[config.mk]
export PLATFORM = sky130hd
export DESIGN_NAME = spi_init_rx_flat
export DESIGN_NICKNAME = d
export VERILOG_FILES = /design/src/rtl/spi_init_pkg.sv /design/src/rtl/spi_init_rx_if.sv /design/src/rtl/sync_fifo.sv /design/src/rtl/spi_init_rx.sv /design/src/flat_wrapper.sv
export SDC_FILE = /design/constraint.sdc
export NUM_CORES = 1
export LEC_CHECK = 0
export ABC_CLOCK_PERIOD_IN_PS = 8500
export CAP_MARGIN = 40
export CELL_PAD_IN_SITES_DETAIL_PLACEMENT = 0
export CELL_PAD_IN_SITES_GLOBAL_PLACEMENT = 1
export CORE_MARGIN = 1
export CORE_UTILIZATION = 30
export CTS_CLUSTER_DIAMETER = 40
export DETAILED_ROUTE_END_ITERATION = 10
export PLACE_DENSITY = 0.63
export SLEW_MARGIN = 30
export SYNTH_ARGS = -nofsm -noshare
export SYNTH_HDL_FRONTEND = slang
export SYNTH_SLANG_ARGS = --single-unit
[constraint.sdc]
create_clock -name i_clk -period 8.5 [get_ports i_clk]
set_clock_uncertainty 0.2 [all_clocks]
set_input_delay 1.275 -clock i_clk [delete_from_list [all_inputs] [get_ports i_clk]]
set_output_delay 1.275 -clock i_clk [all_outputs]
set_load 0.005 [all_outputs]
[src/rtl/spi_init_pkg.sv]
// Shared constants and word classification for the LCD init-ROM SPI receiver.
package spi_init_pkg;

   localparam int WORD_BITS = 16;
   localparam int ROM_BITS  = 9;
   localparam int END_BIT   = 15;
   localparam logic [WORD_BITS-1:0] MAGIC_WORD = 16'hCAFE;

   typedef enum logic [1:0] {
      WORD_DATA,
      WORD_END,
      WORD_MAGIC
   } word_class_t;

   // The magic test word wins over the end marker, even though it has bit 15 set.
   function automatic word_class_t classify_word(input logic [WORD_BITS-1:0] word);
      if (word == MAGIC_WORD) begin
         return WORD_MAGIC;
      end else if (word[END_BIT]) begin
         return WORD_END;
      end
      return WORD_DATA;
   endfunction

endpackage

[src/rtl/spi_init_rx_if.sv]
// Ready/ack handshake carrying init words from the SPI receiver to the lcd block.
import spi_init_pkg::*;

interface spi_init_rx_if;
   logic [ROM_BITS-1:0] rom;
   logic                rdy;
   logic                ack;

   modport master (output rom, output rdy, input ack);
   modport slave  (input rom, input rdy, output ack);
endinterface

[src/rtl/sync_fifo.sv]
// Small synchronous FIFO with RAM-style storage and a registered read port.
module sync_fifo #(
   parameter int WIDTH = 9,
   parameter int DEPTH = 8
) (
   input  logic                       i_clk,
   input  logic                       i_reset,
   input  logic                       i_push,
   input  logic [WIDTH-1:0]           i_din,
   input  logic                       i_pop,
   output logic [WIDTH-1:0]           o_dout,
   output logic                       o_full,
   output logic                       o_empty,
   output logic [$clog2(DEPTH):0]     o_count
);

   localparam int AW = $clog2(DEPTH);
   localparam logic [AW:0] FULL_COUNT = (AW+1)'(DEPTH);

   logic [WIDTH-1:0] mem [DEPTH];
   logic [AW-1:0]    wr_ptr_reg;
   logic [AW-1:0]    rd_ptr_reg;
   logic [AW:0]      count_reg;
   logic [WIDTH-1:0] dout_reg;
   logic             do_push;
   logic             do_pop;

   assign do_push = i_push && (count_reg != FULL_COUNT);
   assign do_pop  = i_pop && (count_reg != '0);

   // Storage array written without reset so it maps onto block RAM.
   always_ff @(posedge i_clk) begin
      if (do_push) begin
         mem[wr_ptr_reg] <= i_din;
      end
   end

   // Registered read: the popped word appears on o_dout the cycle after the pop.
   always_ff @(posedge i_clk) begin
      if (i_reset) begin
         dout_reg <= '0;
      end else if (do_pop) begin
         dout_reg <= mem[rd_ptr_reg];
      end
   end

   // Pointers wrap naturally because the depth is a power of two.
   always_ff @(posedge i_clk) begin
      if (i_reset) begin
         wr_ptr_reg <= '0;
         rd_ptr_reg <= '0;
         count_reg  <= '0;
      end else begin
         if (do_push) begin
            wr_ptr_reg <= wr_ptr_reg + 1'b1;
         end
         if (do_pop) begin
            rd_ptr_reg <= rd_ptr_reg + 1'b1;
         end
         case ({do_push, do_pop})
            2'b10:   count_reg <= count_reg + 1'b1;
            2'b01:   count_reg <= count_reg - 1'b1;
            default: count_reg <= count_reg;
         endcase
      end
   end

   assign o_dout  = dout_reg;
   assign o_full  = (count_reg == FULL_COUNT);
   assign o_empty = (count_reg == '0);
   assign o_count = count_reg;

endmodule

[src/rtl/spi_init_rx.sv]
// Oversampled SPI mode-0 slave receiving the LCD init-ROM stream, with a word
// FIFO and a ready/ack output register towards the lcd block.
import spi_init_pkg::*;

module spi_init_rx #(
   parameter int FIFO_DEPTH  = 8,
   parameter int SYNC_STAGES = 2   // must be at least 2
) (
   input  logic               i_clk,
   input  logic               i_reset,
   input  logic               i_spi_clk,
   input  logic               i_spi_mosi,
   input  logic               i_spi_cs,
   output logic               o_spi_miso,
   output logic               o_spi_miso_oe,
   spi_init_rx_if.master      init,
   output logic               o_init_done,
   output logic               o_magic,
   output logic               o_overflow
);

   localparam int CW = $clog2(FIFO_DEPTH) + 1;

   logic [SYNC_STAGES-1:0] sclk_sync_reg;
   logic [SYNC_STAGES-1:0] mosi_sync_reg;
   logic [SYNC_STAGES-1:0] cs_sync_reg;
   logic [SYNC_STAGES-1:0] cs_valid_reg;
   logic                   sclk_s, mosi_s, cs_s;
   logic                   sclk_prev_reg, cs_prev_reg;
   logic                   armed_reg, frame_reg;
   logic [3:0]             bit_cnt_reg;
   logic [WORD_BITS-1:0]   rx_shift_reg, rx_last_reg, tx_reg;
   logic [WORD_BITS-1:0]   rx_next;
   logic                   sclk_rise, sclk_fall, frame_start, word_done;
   word_class_t            word_class;
   logic                   push_req, buffer_full, fifo_push;
   logic                   end_seen_reg, magic_reg, overflow_reg, done_reg;
   logic                   rdy_reg, rdy_next, pop;
   logic [ROM_BITS-1:0]    fifo_dout;
   logic                   fifo_full, fifo_empty;
   logic [CW-1:0]          fifo_count;

   // Synchronizer chains. CS resets to its idle (high) level so the output
   // enable is low out of reset; cs_valid marks when the chain holds real samples.
   always_ff @(posedge i_clk) begin
      if (i_reset) begin
         sclk_sync_reg <= '0;
         mosi_sync_reg <= '0;
         cs_sync_reg   <= '1;
         cs_valid_reg  <= '0;
      end else begin
         sclk_sync_reg <= {sclk_sync_reg[SYNC_STAGES-2:0], i_spi_clk};
         mosi_sync_reg <= {mosi_sync_reg[SYNC_STAGES-2:0], i_spi_mosi};
         cs_sync_reg   <= {cs_sync_reg[SYNC_STAGES-2:0], i_spi_cs};
         cs_valid_reg  <= {cs_valid_reg[SYNC_STAGES-2:0], 1'b1};
      end
   end

   assign sclk_s = sclk_sync_reg[SYNC_STAGES-1];
   assign mosi_s = mosi_sync_reg[SYNC_STAGES-1];
   assign cs_s   = cs_sync_reg[SYNC_STAGES-1];

   // A frame only starts on a genuine CS falling edge seen after CS was
   // observed high, so a reset in mid-frame waits for the next frame.
   assign frame_start = cs_prev_reg && !cs_s && armed_reg;
   assign sclk_rise   = sclk_s && !sclk_prev_reg && frame_reg && !cs_s;
   assign sclk_fall   = !sclk_s && sclk_prev_reg && frame_reg && !cs_s;
   assign rx_next     = {rx_shift_reg[WORD_BITS-2:0], mosi_s};
   assign word_done   = sclk_rise && (bit_cnt_reg == 4'hF);

   // Bit capture, frame tracking and the MISO echo register.
   always_ff @(posedge i_clk) begin
      if (i_reset) begin
         sclk_prev_reg <= 1'b0;
         cs_prev_reg   <= 1'b1;
         armed_reg     <= 1'b0;
         frame_reg     <= 1'b0;
         bit_cnt_reg   <= '0;
         rx_shift_reg  <= '0;
         rx_last_reg   <= '0;
         tx_reg        <= '0;
      end else begin
         sclk_prev_reg <= sclk_s;
         cs_prev_reg   <= cs_s;
         if (cs_valid_reg[SYNC_STAGES-1] && cs_s) begin
            armed_reg <= 1'b1;
         end
         if (cs_s) begin
            frame_reg    <= 1'b0;
            bit_cnt_reg  <= '0;
            rx_shift_reg <= '0;
         end else if (frame_start) begin
            frame_reg <= 1'b1;
         end else if (sclk_rise) begin
            rx_shift_reg <= rx_next;
            bit_cnt_reg  <= bit_cnt_reg + 1'b1;
            if (word_done) begin
               rx_last_reg <= rx_next;
            end
         end
         if (frame_start) begin
            tx_reg <= rx_last_reg;
         end else if (word_done) begin
            tx_reg <= rx_next;
         end else if (sclk_fall) begin
            tx_reg <= {tx_reg[WORD_BITS-2:0], 1'b0};
         end
      end
   end

   // Classify each completed word; the presented output word counts against
   // the buffer depth so at most FIFO_DEPTH words are ever held.
   always_comb begin
      word_class  = classify_word(rx_next);
      push_req    = word_done && (word_class == WORD_DATA) && !end_seen_reg;
      buffer_full = fifo_full || ((fifo_count + CW'(rdy_reg)) >= CW'(FIFO_DEPTH));
      fifo_push   = push_req && !buffer_full;
   end

   // Output register handshake: refill when empty or when the word is taken.
   always_comb begin
      pop      = !fifo_empty && (!rdy_reg || init.ack);
      rdy_next = rdy_reg;
      if (pop) begin
         rdy_next = 1'b1;
      end else if (init.ack) begin
         rdy_next = 1'b0;
      end
   end

   // Sticky status flags and the ready register.
   always_ff @(posedge i_clk) begin
      if (i_reset) begin
         end_seen_reg <= 1'b0;
         magic_reg    <= 1'b0;
         overflow_reg <= 1'b0;
         done_reg     <= 1'b0;
         rdy_reg      <= 1'b0;
      end else begin
         rdy_reg <= rdy_next;
         if (word_done && (word_class == WORD_MAGIC)) begin
            magic_reg <= 1'b1;
         end
         if (word_done && (word_class == WORD_END)) begin
            end_seen_reg <= 1'b1;
         end
         if (push_req && buffer_full) begin
            overflow_reg <= 1'b1;
         end
         if (end_seen_reg && fifo_empty && !rdy_next) begin
            done_reg <= 1'b1;
         end
      end
   end

   sync_fifo #(
      .WIDTH (ROM_BITS),
      .DEPTH (FIFO_DEPTH)
   ) u_fifo (
      .i_clk   (i_clk),
      .i_reset (i_reset),
      .i_push  (fifo_push),
      .i_din   (rx_next[ROM_BITS-1:0]),
      .i_pop   (pop),
      .o_dout  (fifo_dout),
      .o_full  (fifo_full),
      .o_empty (fifo_empty),
      .o_count (fifo_count)
   );

   assign init.rom      = fifo_dout;
   assign init.rdy      = rdy_reg;
   assign o_spi_miso    = tx_reg[WORD_BITS-1];
   assign o_spi_miso_oe = !cs_s;
   assign o_init_done   = done_reg;
   assign o_magic       = magic_reg;
   assign o_overflow    = overflow_reg;

endmodule

[src/flat_wrapper.sv]
// flat-port wrapper written by rule: the top's interface ports become plain ports
module spi_init_rx_flat 
#(
   parameter int FIFO_DEPTH  = 8,
   parameter int SYNC_STAGES = 2                        
)
  (i_clk, i_reset, i_spi_clk, i_spi_mosi, i_spi_cs, o_spi_miso, o_spi_miso_oe, o_init_done, o_magic, o_overflow, init_rom, init_rdy, init_ack);
  spi_init_rx_if init_i ();
  input  logic i_clk;
  input  logic i_reset;
  input  logic i_spi_clk;
  input  logic i_spi_mosi;
  input  logic i_spi_cs;
  output logic o_spi_miso;
  output logic o_spi_miso_oe;
  output logic o_init_done;
  output logic o_magic;
  output logic o_overflow;
  output wire logic [$bits(init_i.rom)-1:0] init_rom;
  output wire logic [$bits(init_i.rdy)-1:0] init_rdy;
  input wire logic [$bits(init_i.ack)-1:0] init_ack;
  assign init_rom = init_i.rom;
  assign init_rdy = init_i.rdy;
  assign init_i.ack = init_ack;
  spi_init_rx #(.FIFO_DEPTH(FIFO_DEPTH), .SYNC_STAGES(SYNC_STAGES)) u_core (.i_clk(i_clk), .i_reset(i_reset), .i_spi_clk(i_spi_clk), .i_spi_mosi(i_spi_mosi), .i_spi_cs(i_spi_cs), .o_spi_miso(o_spi_miso), .o_spi_miso_oe(o_spi_miso_oe), .init(init_i), .o_init_done(o_init_done), .o_magic(o_magic), .o_overflow(o_overflow));
endmodule
==> metrics.cfg, run 1 <==
[global_route]
grt.met3_usage=0.0367
grt_pass1_vias=3834
busiest_layer=met2
met1_usage=0.163
grt_pass1_wl_mm=20.5
grt_max_degree=51
use_met2=0.197
groute.usage.overall=0.123
gr-total-overflow=0
antenna_found_initial=0

[setup_path]
path_class=in -> reg
r2r_slack_ns=5.47
worstPathMaxFanout=13
end_kind=register
cp-start-kind=input port
critPathRequiredTime_ns=8.61
arrival_ns=3.55

[cells_and_area]
n_antenna_cell=0
drive_gt1_frac=0.165
final_nets=538
layout-area-overhead-vs-synth_pct=18.1
largest_reg_flops=72
final_core_utilization=0.362
design_area_um2=7320
num-fill-cells=1937
multiInputGateArea_um2=2140
seq_area_um2=3900

[detailed_routing]
drc_errors=0
via_per_inst=4.77
drtAntennaViolNets=0
drt_wl_total_mm=12.3
drtPass1Iterations=4
wire_per_inst_um=15.2
dr.first_iter.drc_count=248
vias=3854

[synthesis]
synthArstFlopShare=0
syn-num-nets=515
synthTopCellsByArea=edfxtp_1, dfxtp_1, mux4_2
synth_top_area_share=0.349
synthCells=502
synth_common_cells=dfxtp_1, edfxtp_1, nand2_1, a21oi_1, nor2_1
yosysMostFrequentCell=dfxtp_1
synth_top_area_cell=edfxtp_1
ys.flop_type=dfxtp_1
syn-cell-area_um2=6200
synth_seq_cells=159
synth-edff-count=72
synth_cell_type_count=55
syn_area_per_cell_um2=12.3
yosys_warnings=0
seq_area_frac_synth=0.630

[clock_network]
cts.sinks=159
cts_tree=yes
clkSlewWorstSetupHoldPaths_ns=0.06
postCtsHoldBufs=0
post_cts_resized=0
clk_latency_ns=0.42
cts.path.max_buffers=2
clock-root-buffer=clkbuf_16
cts_buffers=17
cts_max_level=4
post-cts-setup-buffers=0

[placement]
place.gp.congestion=0.770
dp_hpwl_mm=7.97
placed_cell_area_um2=6670
io_buffers=20

[sta]
max_freq_mhz=290
drv_slew=0
min_period_ns=3.44
setup_viol=0
setup_tns_ns=0
finalCritPeriodShare=0.405
maxSlewHeadroom=0.483
rsz0062_at_grt=no
hold_viol=0
worst_pin_slew_ns=0.773
hold_ws_ns=0.210

[floorplanning]
dieHeight_um=146
io_pins=21
die-area_um2=21200
num_rows=52
start_util=0.306
core_area_um2=20200
die_w_um=146

[pwr]
ir_drop_mv=0.143
finalPower_w=0.00205
power_density_nw_per_um2=280
p_leak_nw=2.31

[min_path]
holdCritPathClass=reg -> reg

[job]
max_cap_violations=0

[run_status]
status=finished clean

==> cell usage in the layout, fill, tap and decap left out, drive strengths merged, types with 12 or more instances in the layout <==
cell type      netlist  routed
nand2               70      70
o21ai               20      20
mux4                18      18
nand3               12      12
a31oi               17      17
edfxtp              72      72
nor2                36      36
a21oi               41      41
nor3                14      14
clkdlybuf4s50        0      19
clkbuf              10      23
dfxtp               87      87
a22oi               14      14
==> power by group <==
group | leakage [nW] | internal [W] | switching (W)
clock | 0.319 | 0.000524 | 0.000290
sequential | 1.35 | 0.000831 | 0.0000420
combinational | 0.643 | 0.000173 | 0.000186
total | 2.31 | 0.00153 | 0.000518
==> through the flow <==
step                setup slack [ns]  cells
CTS                             5.08    807
floorplan                       5.07    502
global placement                4.65    770
finish                          5.06    808
global route                    4.91    808
detailed placement              4.62    775
==> final timing paths <==
kind                    startpoint                        to  cells past startpoint
min          u_core.cs_sync_reg[0]     u_core.cs_sync_reg[1]                      1
min reg2reg  u_core.cs_sync_reg[0]     u_core.cs_sync_reg[1]                      1
max reg2reg  u_core.bit_cnt_reg[0]  u_core.u_fifo.o_count[3]                      9
max                       init_ack  u_core.u_fifo.o_count[3]                      8
==> layout make-up <==
type / instances / area share
sequential: 159 / 0.533
multi-input combinational: 313 / 0.293
clock buffer: 22 / 0.0663
tap: 270 / 0.0461
timing repair buffer: 30 / 0.0379
clock inverter: 10 / 0.0215
inverter: 4 / 0.00205
==> routing by layer <==
| metal | vias to the layer above | routed length, µm |
|---|---|---|
| met5 | - | 0 |
| met4 | 0 | 81 |
| met3 | 6 | 377 |
| met2 | 55 | 5710 |
| met1 | 1895 | 6100 |
| li1 | 1898 | - |
==> critical path, cell delays in order <==
cell             delay (ns)
clkdlybuf4s50_1        0.38
nand2b_1               0.22
and2_4                 0.25
ha_1                   0.23
nand2b_1               0.15
or4b_1                 0.50
a31oi_1                0.20
mux2_1                 0.33
==> cells by family (layout without fill, tap and decap cells) <==
family / count (synthesis) / after routing / share of synthesized area
DFF: 159 / 159 / 0.630
and+or+nand+nor: 169 / 169 / 0.146
muxes: 21 / 21 / 0.0704
adders and majority gates: 7 / 7 / 0.0141
xor gates and xnor gates: 10 / 10 / 0.0141
buffers and inverters: 30 / 66 / 0.0260
AOI/OAI and AO/OA: 106 / 106 / 0.0999
(Power assumes the default switching activity.)
==> run 2, diff against run 1 <==
- ABC_CLOCK_PERIOD_IN_PS: 8500 -> 3500
- clock period: 8.5 -> 3.5 ns (I/O delays scaled with it)
==> metrics.cfg, run 2 (synthesized netlist as in run 1, its figures left out) <==
[global_route]
met1_usage=0.161
grt.met3_usage=0.0313
use_met2=0.210
gr-total-overflow=0
grt_pass1_vias=3924
antenna_found_initial=0
groute.usage.overall=0.128
grt_pass1_wl_mm=20.7
grt_max_degree=50
busiest_layer=met2

[detailed_routing]
drtAntennaViolNets=0
drc_errors=0
drt_wl_total_mm=12.6
wire_per_inst_um=15.5
drtPass1Iterations=4
vias=3893
via_per_inst=4.80
dr.first_iter.drc_count=255

[sta]
hold_viol=0
maxSlewHeadroom=0.473
finalCritPeriodShare=0.860
setup_tns_ns=0
drv_slew=0
worst_pin_slew_ns=0.789
max_freq_mhz=332
setup_viol=0
rsz0062_at_grt=no
min_period_ns=3.01

[clock_network]
cts.path.max_buffers=2
cts_tree=yes
postCtsHoldBufs=0
post-cts-setup-buffers=0
cts_buffers=17
post_cts_resized=0
clock-root-buffer=clkbuf_16
clk_latency_ns=0.42
cts_max_level=4
clkSlewWorstSetupHoldPaths_ns=0.06
cts.sinks=159

[setup_path]
startpoint=u_core.bit_cnt_reg[0]
arrival_ns=3.12
cp-start-kind=register
r2r.worst_path.cells=9
r2r_start=u_core.bit_cnt_reg[0]
path_class=reg -> reg
worstPathMaxFanout=5
endpoint=u_core.u_fifo.o_count[3]
r2r_slack_ns=0.49
rr_endpoint=u_core.u_fifo.o_count[3]
end_kind=register
critPathRequiredTime_ns=3.61

[cells_and_area]
largest_reg_flops=72
final_cell_mix=dfxtp_1, edfxtp_1, nand2_1
final_nets=541
drive_gt1_frac=0.166
fin_cells=811
final_common_cell=dfxtp_1
n_antenna_cell=0
layout-area-overhead-vs-synth_pct=17.4

[floorplanning]
start_util=0.306
io_pins=21
dieHeight_um=146
num_rows=52
die_w_um=146
die-area_um2=21200
core_area_um2=20200

[pwr]
power_density_nw_per_um2=663
ir_drop_mv=0.317
p_leak_nw=2.29

[placement]
place_inst=779
dp_hpwl_mm=8.09
io_buffers=20
place.gp.congestion=0.728

[job]
max_cap_violations=0

[min_path]
holdCritPathClass=reg -> reg

[run_status]
status=finished clean

run 2: metal layers:
metal  up-vias  part of all wire
met5         -                 0
met4         0            0.0080
met3         8             0.039
met2        75              0.48
met1      1903              0.47
li1       1907                 -
run 2: worst min path at each step:
stage / from / endpoint / slack, ns / cells after the start
after floorplan: u_core.cs_sync_reg[0] / u_core.cs_sync_reg[1] / 0.19 / 1
after global routing: u_core.cs_sync_reg[0] / u_core.cs_sync_reg[1] / 0.23 / 1
after CTS: u_core.cs_sync_reg[0] / u_core.cs_sync_reg[1] / 0.22 / 1
after global placement: u_core.cs_sync_reg[0] / u_core.cs_sync_reg[1] / 0.20 / 1
final: u_core.cs_sync_reg[0] / u_core.cs_sync_reg[1] / 0.21 / 1
after detailed placement: u_core.cs_sync_reg[0] / u_core.cs_sync_reg[1] / 0.20 / 1
run 2: power by group:
part | switching [W] | leakage (nW) | internal (W)
combinational | 0.000467 | 0.662 | 0.000419
clock | 0.000710 | 0.279 | 0.00111
sequential | 0.0000986 | 1.35 | 0.00202
total | 0.00128 | 2.29 | 0.00355
run 2: area by class of cell:
class / count / area [µm²]
fill: 1961 / 13000
sequential: 159 / 3900
multi-input combinational: 313 / 2130
clock buffer: 23 / 479
tap: 270 / 338
timing repair buffer: 33 / 300
clock inverter: 9 / 110
inverter: 4 / 15.0
run 2: critical path, stage by stage (launching register included):
cell and delay, ns:
dfxtp_1 0.37, ha_1 0.20, and3_1 0.27, and3_1 0.28, nand2_1 0.13, ha_1 0.26, nand2b_1 0.16, or4b_1 0.53
a31oi_1 0.20, mux2_1 0.33
run 2: per-stage QoR:
step / area [µm²] / hold slack [ns] / setup slack [ns] / utilization / power, W
global route: 7280 / 0.227 / 0.333 / 0.360 / 0.00507
global placement: 6660 / 0.205 / 0.391 / 0.329 / 0.00301
floorplan: 6200 / 0.189 / 0.542 / - / 0.00287
finish: 7280 / 0.215 / 0.490 / 0.360 / 0.00483
detailed placement: 6690 / 0.203 / 0.352 / 0.331 / 0.00305
CTS: 7280 / 0.220 / 0.495 / 0.360 / 0.00489
==> run 3, diff against run 2 <==
- SETUP_SLACK_MARGIN: unset -> 0.4
==> metrics.cfg, run 3 (synthesized netlist as in run 1, its figures left out) <==
[sta]
max_freq_mhz=336
min_period_ns=2.98
hold_viol=0
setup_viol=0
setup_tns_ns=0
drv_slew=0
finalCritPeriodShare=0.851
maxSlewHeadroom=0.457
rsz0062_at_grt=no
worst_pin_slew_ns=0.812
hold_ws_ns=0.215

[global_route]
antenna_found_initial=0
gr-total-overflow=0
grt_max_degree=50
grt_pass1_wl_mm=20.7
groute.usage.overall=0.128
grt_pass1_vias=3924

[cells_and_area]
multiInputGateArea_um2=2140
final_nets=541
n_antenna_cell=0
num-fill-cells=1959
final_common_cell=dfxtp_1
largest_reg_flops=72
drive_gt1_frac=0.174
seq_area_um2=3910
fin_cells=811
final_cell_mix=dfxtp_1, edfxtp_1, nand2_1
layout-area-overhead-vs-synth_pct=17.6

[pwr]
p_leak_nw=2.29
ir_drop_mv=0.320
power_density_nw_per_um2=663

[setup_path]
path_class=reg -> reg
arrival_ns=3.09
critPathRequiredTime_ns=3.61
cp-start-kind=register
end_kind=register
worstPathMaxFanout=13

[clock_network]
cts_max_level=4
clkSlewWorstSetupHoldPaths_ns=0.06
postCtsHoldBufs=0
cts_tree=yes
cts.path.max_buffers=2
cts.sinks=159
post-cts-setup-buffers=0
clock-root-buffer=clkbuf_16
clk_latency_ns=0.42
post_cts_resized=0
cts_buffers=17

[detailed_routing]
drc_errors=0
drt_wl_total_mm=12.6
vias=3924
drtPass1Iterations=5
dr.first_iter.drc_count=247
via_per_inst=4.84
drtAntennaViolNets=0
wire_per_inst_um=15.6

[floorplanning]
die_w_um=146
io_pins=21
die-area_um2=21200
start_util=0.306
core_area_um2=20200
num_rows=52
dieHeight_um=146

[placement]
place.gp.congestion=0.728
dp_hpwl_mm=8.09
place_inst=779
io_buffers=20

[run_status]
status=finished clean

[job]
max_cap_violations=0

[min_path]
holdCritPathClass=reg -> reg

-- run 3: critical path, stage by stage, from the launching register on --
cell and delay (ns):
dfxtp_1 0.37, or4_4 0.60, and2_4 0.26, ha_1 0.23
nand2b_1 0.16, or4b_1 0.52, a31oi_1 0.20, mux2_1 0.33
-- run 3: worst paths after layout --
| check | slack, ns | end | cells after the start | start |
|---|---|---|---|---|
| max | 0.52 | u_core.u_fifo.o_count[3] | 7 | u_core.u_fifo.o_count[3] |
| max reg2reg | 0.52 | u_core.u_fifo.o_count[3] | 7 | u_core.u_fifo.o_count[3] |
| min | 0.21 | u_core.cs_sync_reg[1] | 1 | u_core.cs_sync_reg[0] |
| min reg2reg | 0.21 | u_core.cs_sync_reg[1] | 1 | u_core.cs_sync_reg[0] |
-- run 3: cell type report --
type	count	share of cell area
Tap cell	270	0.0463
Sequential cell	159	0.536
Inverter	4	0.00206
Timing Repair Buffer	33	0.0412
Multi-Input combinational cell	313	0.294
Clock inverter	9	0.0151
Clock buffer	23	0.0657
-- run 3: report_power, final --
part           internal (W)  total, W  switching [W]
Combinational      0.000420  0.000888       0.000468
Sequential          0.00202   0.00212      0.0000999
Clock               0.00111   0.00182       0.000711
Total               0.00355   0.00483        0.00128
-- run 3: routing by layer --
metal / routed length, µm / part of all wire / up-vias / global-route usage
met1: 5880 / 0.47 / 1929 / 0.161
met3: 512 / 0.041 / 14 / 0.0313
met4: 163 / 0.013 / 0 / 0.0521
met5: 0 / 0 / - / 0
li1: - / - / 1905 / -
met2: 6080 / 0.48 / 76 / 0.210
-- run 3: metrics by stage --
stage	total power, W	utilization	area [µm²]	setup WS, ns
after floorplan	0.00287	-	6200	0.542
after global placement	0.00301	0.329	6660	0.391
after detailed placement	0.00305	0.331	6690	0.352
after CTS	0.00489	0.360	7280	0.495
after global routing	0.00508	0.360	7290	0.417
final	0.00483	0.360	7290	0.523
